==> src/rtl/memory_read_server_pkg.sv <==
// ============================================================================
// memory_read_server_pkg : shared types and helpers for memory_read_server
// Revision: 1.0
// ============================================================================
`default_nettype none

package memory_read_server_pkg;

    typedef enum logic [1:0] {
        IDLE    = 2'd0,
        ISSUE   = 2'd1,
        WAIT    = 2'd2,
        RESPOND = 2'd3
    } mrs_state_t;

    function automatic int cnt_width(input int read_latency);
        return $clog2(read_latency + 1);
    endfunction

endpackage

`default_nettype wire

==> src/rtl/rr_arbiter.sv <==
// ============================================================================
// rr_arbiter : combinational round-robin grant starting after last_grant
// Revision: 1.0
// ============================================================================
`default_nettype none

module rr_arbiter #(
    parameter int NUM_PORTS = 4
) (
    input  logic [NUM_PORTS-1:0]         req,
    input  logic [$clog2(NUM_PORTS)-1:0] last_grant,
    output logic [NUM_PORTS-1:0]         grant,
    output logic [$clog2(NUM_PORTS)-1:0] grant_idx,
    output logic                         any_req
);

    localparam int c_idx_w = $clog2(NUM_PORTS);
    localparam logic [c_idx_w:0] c_num_ports = (c_idx_w + 1)'(NUM_PORTS);

    logic [c_idx_w:0] w_cand;
    logic             w_found;

    // Candidates are visited from last_grant+1 upward, wrapping modulo NUM_PORTS.
    always_comb begin
        grant     = '0;
        grant_idx = '0;
        any_req   = |req;
        w_found   = 1'b0;
        w_cand    = '0;
        for (int k = 1; k <= NUM_PORTS; k++) begin
            w_cand = {1'b0, last_grant} + (c_idx_w + 1)'(k);
            if (w_cand >= c_num_ports) begin
                w_cand = w_cand - c_num_ports;
            end
            if (!w_found && req[w_cand[c_idx_w-1:0]]) begin
                w_found                      = 1'b1;
                grant[w_cand[c_idx_w-1:0]]   = 1'b1;
                grant_idx                    = w_cand[c_idx_w-1:0];
            end
        end
    end

endmodule

`default_nettype wire

==> src/rtl/memory_read_server.sv <==
// ============================================================================
// memory_read_server : round-robin, coalescing read server for one sync RAM
// Revision: 1.0
// ============================================================================
`default_nettype none

module memory_read_server
    import memory_read_server_pkg::*;
#(
    parameter int NUM_PORTS         = 4,
    parameter int MEMORY_ADDR_WIDTH = 10,
    parameter int MEMORY_WIDTH      = 40,
    parameter int READ_LATENCY      = 1
) (
    input  logic                                   clk,
    input  logic                                   rst,
    input  logic [NUM_PORTS-1:0]                   req_valid,
    input  logic [NUM_PORTS*MEMORY_ADDR_WIDTH-1:0] req_addr,
    output logic [NUM_PORTS-1:0]                   req_ready,
    output logic [MEMORY_WIDTH-1:0]                req_data,
    output logic [MEMORY_ADDR_WIDTH-1:0]           broadcast_addr,
    output logic                                   broadcast_valid,
    output logic                                   mem_en,
    output logic [MEMORY_ADDR_WIDTH-1:0]           mem_addr,
    input  logic [MEMORY_WIDTH-1:0]                mem_rdata
);

    localparam int c_idx_w = $clog2(NUM_PORTS);
    localparam int c_cnt_w = cnt_width(READ_LATENCY);
    localparam logic [c_cnt_w-1:0] c_cnt_load = c_cnt_w'(READ_LATENCY - 1);

    mrs_state_t                    r_state;
    mrs_state_t                    w_next_state;
    logic [NUM_PORTS-1:0]          r_cur_sel;
    logic [c_idx_w-1:0]            r_last_grant;
    logic [MEMORY_ADDR_WIDTH-1:0]  r_cur_addr;
    logic [c_cnt_w-1:0]            r_cnt;
    logic [MEMORY_WIDTH-1:0]       r_data;

    logic [NUM_PORTS-1:0]          w_grant;
    logic [c_idx_w-1:0]            w_grant_idx;
    logic                          w_any_req;
    logic [MEMORY_ADDR_WIDTH-1:0]  w_grant_addr;
    logic [NUM_PORTS-1:0]          w_match;

    rr_arbiter #(
        .NUM_PORTS (NUM_PORTS)
    ) u_arb (
        .req        (req_valid),
        .last_grant (r_last_grant),
        .grant      (w_grant),
        .grant_idx  (w_grant_idx),
        .any_req    (w_any_req)
    );

    assign w_grant_addr = req_addr[w_grant_idx*MEMORY_ADDR_WIDTH +: MEMORY_ADDR_WIDTH];

    // Waiting ports asking for the address being returned share this completion.
    for (genvar g = 0; g < NUM_PORTS; g++) begin : g_coalesce
        assign w_match[g] = req_valid[g] &&
                            (req_addr[g*MEMORY_ADDR_WIDTH +: MEMORY_ADDR_WIDTH] == r_cur_addr);
    end

    always_ff @(posedge clk) begin
        if (rst) begin
            r_state <= IDLE;
        end else begin
            r_state <= w_next_state;
        end
    end

    always_comb begin
        w_next_state    = r_state;
        mem_en          = 1'b0;
        req_ready       = '0;
        broadcast_valid = 1'b0;
        broadcast_addr  = '0;
        case (r_state)
            IDLE: begin
                if (w_any_req) begin
                    w_next_state = ISSUE;
                end
            end
            ISSUE: begin
                mem_en       = 1'b1;
                w_next_state = WAIT;
            end
            WAIT: begin
                if (r_cnt == '0) begin
                    w_next_state = RESPOND;
                end
            end
            RESPOND: begin
                req_ready       = r_cur_sel | w_match;
                broadcast_valid = 1'b1;
                broadcast_addr  = r_cur_addr;
                w_next_state    = IDLE;
            end
            default: w_next_state = IDLE;
        endcase
    end

    always_ff @(posedge clk) begin
        if (rst) begin
            r_cur_sel    <= '0;
            r_last_grant <= c_idx_w'(NUM_PORTS - 1);
            r_cur_addr   <= '0;
            r_cnt        <= '0;
            r_data       <= '0;
        end else begin
            case (r_state)
                IDLE: begin
                    if (w_any_req) begin
                        r_cur_sel    <= w_grant;
                        r_last_grant <= w_grant_idx;
                        r_cur_addr   <= w_grant_addr;
                    end
                end
                ISSUE: r_cnt <= c_cnt_load;
                WAIT: begin
                    if (r_cnt == '0) begin
                        r_data <= mem_rdata;
                    end else begin
                        r_cnt <= r_cnt - c_cnt_w'(1);
                    end
                end
                default: ;
            endcase
        end
    end

    assign mem_addr = r_cur_addr;
    assign req_data = r_data;

endmodule

`default_nettype wire

==> config.mk <==
export PLATFORM = sky130hd
export DESIGN_NAME = memory_read_server
export DESIGN_NICKNAME = d
export VERILOG_FILES = /design/src/rtl/memory_read_server_pkg.sv /design/src/rtl/rr_arbiter.sv /design/src/rtl/memory_read_server.sv
export SDC_FILE = /design/constraint.sdc
export NUM_CORES = 1
export LEC_CHECK = 0
export ABC_AREA = 0
export CORE_MARGIN = 5
export CORE_UTILIZATION = 46
export DETAILED_ROUTE_END_ITERATION = 10
export GPL_TIMING_DRIVEN = 0
export PLACE_DENSITY = 0.86
export SLEW_MARGIN = 0
export SYNTH_ARGS = -nofsm -noshare
export SYNTH_HDL_FRONTEND = slang
export SYNTH_SLANG_ARGS = --single-unit
==> constraint.sdc <==
create_clock -name clk -period 6.6 [get_ports clk]
set_input_delay 1.32 -clock clk [delete_from_list [all_inputs] [get_ports clk]]
set_output_delay 1.32 -clock clk [all_outputs]
set_load 0.01 [all_outputs]
==> metrics.md, run 1 <==
| Metric | Value |
|---|---|
| Crit-path slowest cell | clkdlybuf4s50_1 |
| CTS Buffer Depth | 2 |
| Die height | 97.6 um |
| CP Max Fanout | 2 |
| Hold crit path type | register to register |
| CTS resizes | 0 |
| Setup Buffers After CTS | 0 |
| Placed wire-length estimate | 8.51 mm |
| Netlist cell types | 49 |
| Total power | 1.94 mW |
| Multi-input gate area | 2150 um^2 |
| First-pass GRT wire length | 17.8 mm |
| Cells after DPL | 631 |
| CTS buffer count | 9 |
| Slew @ Worst Pin | 0.785 ns |
| CTS tree | yes |
| CP max stage delay | 0.57 ns |
| Pwr Density | 359 nW/um^2 |
| Slew Limit Headroom | 47.2% |
| Combinational Power Share | 55.5% |
| Final setup violation count | 0 |
| Slew Viols, Final | 0 |
| Clk pin slew, worst setup/hold paths | 0.07 ns |
| Core ar. | 7610 um^2 |
| Vias per inst | 5.32 |
| Placer Congestion | 0.904 |
| CP Data Arrival Time | 3.17 ns |
| Seq/Total Area, Yosys | 32.9% |
| Filler cells | 586 |
| Yosys Warn Count | 0 |
| Ys async rst share | 0% |
| Avg Inst Size Synth | 9.33 um^2 |
| Met2 Wirelength | 5.56 mm |
| Clk Latency, worst-skew pair | 0.34 ns |
| FF+latch count, synth | 58 |
| Tmin final | 4.49 ns |
| Crit-path cells | clkdlybuf4s50_1 -> xnor2_1 -> nand4_1 -> nor3_1 -> o21a_1 -> clkdlybuf4s50_1 |
| Die W | 97.6 um |
| Initial antenna violation count | 0 |
| Clock power share | 19.3% |
| Clock skew | 0.00815 ns |
| Clock sink total | 58 |
| Initial DRC Count | 259 |
| Met1 wire length | 4.31 mm |
| Area added between synthesis and finish | 52.9% |
| TNS Setup | 0 ns |
| Leakage | 1.94 nW |
| Post-Syn Area | 3530 um^2 |
| Post-synth EDFFs | 0 |
| Crit path launch type | primary input |
| Register area | 1160 um^2 |
| Initial Utilization | 46.4% |
| Internal Power | 1.19 mW |
| RSZ-0062 raised after global routing | no |
| Share of cells above drive strength 1 | 9.17% |
| Tot GR Track Use | 23.2% |
| VDD IR max | 0.176 mV |
| Max-cap violations | 0 |
| Syn nets | 476 |
| Final nets | 638 |
| Root buffer cell | clkbuf_8 |
| Antenna diode count | 0 |
| F_max | 0.223 GHz |
| Routed wire per std cell | 17.1 um |
| Sw Ratio | 38.6% |
| Highest Signal Layer | met4 |
| Commonest non-fill, non-tap cell in the layout | clkdlybuf4s50_1 |
| Kind of critical path | primary input to primary output |
| Commonest cells after routing, fill and taps aside | clkdlybuf4s50_1, nor2_1, dfxtp_1 |
| Drt total wl | 11.1 mm |
| First drt pass iteration count | 4 |
| Via Count | 3,445 |
| H-Tree Depth | 3 |
| Net switching power | 0.747 mW |
| Metal3 WL | 892 um |
| Status | completed |
| Grt ovf | 0 |
| Crit path top cell by count | clkdlybuf4s50_1 |
| Vias in the first global route | 3,672 |
| Period utilization | 68.0% |
| Post-Layout Cell Count | 647 |
| # rows | 32 |
| Die area | 9520 um^2 |
| Cts hold-fix bufs | 0 |
| # IOs | 152 |
| Top_reg_cell synth | dfxtp_1 |
| WP data required | 5.28 ns |
| Cells after Synth | 378 |
| Number of port buffers | 151 |
| Number of remaining DRC errors | 0 |
| Final ANT Viol Nets | 0 |
| Sequential power share | 25.1% |
| Largest net degree at the start of global routing | 13 |
| Crit end category | primary output |
| Final Hold Vio Count | 0 |
-- power by group through the flow --
stage | combinational, mW | clock, mW | sequential, mW
3_5_place_dp | 1.06 | 0 | 0.493
2_1_floorplan | 0.687 | 0 | 0.515
3_3_place_gp | 1.04 | 0 | 0.487
6_report | 1.07 | 0.374 | 0.487
5_1_grt | 1.16 | 0.401 | 0.496
4_1_cts | 1.07 | 0.382 | 0.486
-- cell type report --
class | instances | share of cell area, %
Buffer | 35 | 3.57
Clock buffer | 9 | 2.30
Clock inverter | 7 | 1.90
Inverter | 6 | 0.418
Multi-Input combinational cell | 279 | 39.9
Sequential cell | 58 | 21.5
Tap cell | 102 | 2.37
Timing Repair Buffer | 151 | 28.0
-- worst max-delay path, delay by kind of cell --
family,cells,cell delay [ns]
AOI/OAI and AO/OA,1,0.17
xor gates and xnor gates,1,0.13
buffers and inverters,2,1.11
and+or+nand+nor,2,0.43
-- Yosys cell counts, types with 6 or more instances --
master / number / area share, %
and2_1: 10 / 1.8
xnor2_1: 41 / 10
a221oi_1: 6 / 1.5
nor2_1: 64 / 6.8
ha_1: 12 / 4.3
a211oi_1: 14 / 3.0
dfxtp_1: 58 / 33
o21ai_0: 10 / 1.4
mux2_2: 8 / 2.6
nand4_1: 8 / 1.4
mux2i_1: 54 / 15
clkbuf_1: 21 / 2.2
buf_4: 7 / 1.5
-- registers in the layout, indices dropped and copies added (netlist names) --
| register | count |
|---|---|
| req_data | 40 |
| r_last_grant | 2 |
| r_cur_sel | 4 |
| r_state | 2 |
| mem_addr | 10 |
-- metrics by stage --
step | hold slack, ns | worst slack (ns) | utilization (%) | cell area [um^2]
floorplan | 0.476 | 3.38 | - | 3530
global placement | 0.472 | 2.14 | 67.9 | 5170
detailed placement | 0.486 | 2.16 | 67.9 | 5170
CTS | 0.505 | 2.14 | 70.9 | 5390
global route | 0.531 | 2.06 | 70.9 | 5390
finish | 0.499 | 2.11 | 70.9 | 5390
-- kinds of logic (layout without fill, tap and decap cells) --
group                    count (synthesis)  in the layout  synth area share, %
buffers and inverters                   41            208                 6.10
adder cells (fa/ha/maj)                 12             12                 4.26
XOR/XNOR                                41             41                 10.2
AO/OA/AOI/OAI                           51             51                 11.6
flip-flops                              58             58                 32.9
multiplexers                            68             68                 20.5
AND/OR/NAND/NOR                        107            107                 14.4
-- layer usage --
layer,vias to the layer above,track usage [%]
met5,-,0
met3,28,7.61
met4,0,9.37
met1,1628,24.4
met2,152,42.2
li1,1637,-
-- final timing paths --
| check | to | slack (ns) | start | depth (start not counted) |
|---|---|---|---|---|
| setup / recovery | req_ready[2] | 2.11 | req_addr[28] | 6 |
| hold / removal | req_data[5] | 0.50 | req_data[5] | 2 |
| setup reg to reg | mem_addr[9] | 3.58 | r_last_grant[0] | 11 |
| hold reg to reg | req_data[5] | 0.50 | req_data[5] | 2 |
Power figures use the tool's default switching activity.
==> run 2: changes to the inputs <==
CORE_UTILIZATION = 43   (was 46)
PLACE_DENSITY = 0.81   (was 0.86)
clock period = 4.3 ns   (was 6.6 ns; I/O delays follow)
==> metrics.md, run 2 (synthesis gave the netlist of run 1 again) <==
| Metric | Value |
|---|---|
| WHS Endpoint | req_data[25] |
| Number of port buffers | 151 (unchanged) |
| Die W | 101 um (+3.1%) |
| Most Crowded Layer GR | met2 |
| Kind of critical path | primary input to primary output |
| Worst r2r src | r_last_grant[0] |
| Status | completed |
| CP max stage delay | 0.55 ns (-0.02 ns) |
| First-pass GRT wire length | 17.4 mm (-2.1%) |
| Grt met3 use | 8.51% (+0.90 points) |
| Via Count | 3,413 (-0.93%) |
| TNS Setup | 0 ns (unchanged) |
| Clk Latency, worst-skew pair | 0.33 ns (about the same) |
| Met1 GRT Util | 25.3% (+0.88 points) |
| Share of cells above drive strength 1 | 8.99% (-0.18 points) |
| Final instance area | 5400 um^2 (+0.12%) |
| Clock power share | 19.7% (+0.4 points) |
| Clk pin slew, worst setup/hold paths | 0.06 ns (about the same) |
| Grt ovf | 0 (unchanged) |
| Clock sink total | 58 (unchanged) |
| Initial antenna violation count | 0 (unchanged) |
| Leakage | 1.95 nW (+0.34%) |
| Sw Ratio | 37.9% (-0.73 points) |
| Final nets | 638 (unchanged) |
| Met2 usage | 36.1% (-6.1 points) |
| Slew Viols, Final | 0 (unchanged) |
| CTS buffer count | 9 (unchanged) |
| Number of remaining DRC errors | 0 (unchanged) |
| CTS resizes | 0 (unchanged) |
| CTS tree | yes |
| RSZ-0062 raised after global routing | no |
| Crit path top cell by count | clkdlybuf4s50_1 |
| Crit-path cells | clkdlybuf4s50_1 -> buf_2 -> nand4_1 -> nor3_1 -> o21a_1 -> clkdlybuf4s50_1 |
| Reg2reg path depth | 11 (unchanged) |
| Critical R2R Capture | mem_addr[9] |
| CTS Buffer Depth | 2 (unchanged) |
| Clock skew | 0.00683 ns (-0.00132 ns) |
| Antenna diode count | 0 (unchanged) |
| WP data required | 3.44 ns (-1.84 ns) |
| Largest net degree at the start of global routing | 11 (-2) |
| Tot GR Track Use | 21.9% (-1.3 points) |
| Core ar. | 8090 um^2 (+6.4%) |
| Drt total wl | 11.0 mm (-0.62%) |
| Max-cap violations | 0 (unchanged) |
| Placed cell area | 5170 um^2 (about the same) |
| Tmin final | 3.53 ns |
| VDD IR max | 0.248 mV (+41%) |
| Placed wire-length estimate | 8.42 mm (-0.99%) |
| Hold crit path type | register to register |
| Final ANT Viol Nets | 0 (unchanged) |
| Commonest non-fill, non-tap cell in the layout | clkdlybuf4s50_1 |
| Die height | 101 um (+3.1%) |
| Area added between synthesis and finish | 53.0% |
| CP Max Fanout | 10 (+8) |
| Internal Power | 1.85 mW (+56%) |
| CP Data Arrival Time | 2.67 ns (-0.50 ns) |
| Final setup violation count | 0 (unchanged) |
| Pwr Density | 552 nW/um^2 (+54%) |
| Initial Utilization | 43.6% (-2.8 points) |
| Crit path launch type | primary input |
| HP Start | req_data[25] |
| Sequential power share | 25.0% (about the same) |
| Placer Congestion | 0.844 (-6.6%) |
| Net switching power | 1.13 mW (+51%) |
| Crit-path slowest cell | clkdlybuf4s50_1 |
| # rows | 33 (+3.1%) |
| Routed wire per std cell | 16.9 um (-1.1%) |
| Initial DRC Count | 232 (-10%) |
| Final Hold Vio Count | 0 (unchanged) |
| Root buffer cell | clkbuf_8 |
| Die area | 10,100 um^2 (+6.3%) |
| Number of flip-flops in the largest register | 40 (unchanged) |
| F_max | 0.283 GHz |
| Slew @ Worst Pin | 0.852 ns (+0.0672 ns) |
| Crit end category | primary output |
| Slew Limit Headroom | 42.6% (-4.5 points) |
| Reg2reg setup slack | 1.26 ns (-2.32 ns) |
| Commonest cells after routing, fill and taps aside | clkdlybuf4s50_1, nor2_1, dfxtp_1 |
| Setup Buffers After CTS | 0 (unchanged) |
| H-Tree Depth | 3 (unchanged) |
| Vias in the first global route | 3,511 (-4.4%) |
| Vias per inst | 5.25 (-1.4%) |
| Combinational Power Share | 55.3% (-0.2 points) |
| Cts hold-fix bufs | 0 (unchanged) |
| Hold path cells | 2 (unchanged) |
| # IOs | 152 (unchanged) |
| First drt pass iteration count | 4 (unchanged) |
| Period utilization | 82.2% |
-- run 2: worst max-delay path by stage --
stage | startpoint | endpoint | slack [ns] | cells past startpoint
6_report | req_valid[3] | req_ready[3] | 0.77 | 6
5_1_grt | req_valid[1] | req_ready[1] | 0.67 | 6
4_1_cts | req_valid[1] | req_ready[1] | 0.77 | 6
3_5_place_dp | req_valid[1] | req_ready[1] | 0.78 | 6
3_3_place_gp | req_valid[1] | req_ready[1] | 0.77 | 6
2_1_floorplan | r_last_grant[0] | mem_addr[9] | 1.72 | 11
-- run 2: stage by stage --
| step | power, mW | utilization, % | hold WS (ns) | setup WS, ns | std cells |
|---|---|---|---|---|---|
| after floorplan | 1.85 | - | 0.476 | 1.72 | 378 |
| after global placement | 2.35 | 63.9 | 0.472 | 0.774 | 634 |
| after detailed placement | 2.39 | 63.9 | 0.485 | 0.785 | 634 |
| after CTS | 2.99 | 66.7 | 0.504 | 0.769 | 650 |
| after global routing | 3.16 | 66.7 | 0.526 | 0.674 | 650 |
| final | 2.98 | 66.7 | 0.498 | 0.767 | 650 |
-- run 2: area by class of cell --
class / count / area, um^2
buffer: 35 / 193
sequential: 58 / 1160
clock buffer: 12 / 155
fill: 685 / 2690
inverter: 6 / 22.5
multi-input combinational: 279 / 2150
clock inverter: 4 / 73.8
timing repair buffer: 151 / 1510
tap: 105 / 131
-- run 2: power by group through the flow --
stage / combinational, mW / sequential, mW / clock [mW]
after floorplan: 1.06 / 0.791 / 0
after global placement: 1.60 / 0.749 / 0
after detailed placement: 1.63 / 0.756 / 0
after CTS: 1.64 / 0.745 / 0.600
after global routing: 1.77 / 0.763 / 0.632
final: 1.65 / 0.744 / 0.588
-- run 2: critical path: cells and delay by family --
kind,cells,cell delay [ns]
AND/OR/NAND/NOR,2,0.32
AO/OA/AOI/OAI,1,0.16
buffers and inverters,3,1.33
-- run 2: metal layers --
layer  vias to the layer above  wire length (um)
met1                      1578              4320
met5                         -                 0
met4                         0               304
met3                        24              1120
li1                       1637                 -
met2                       174              5240
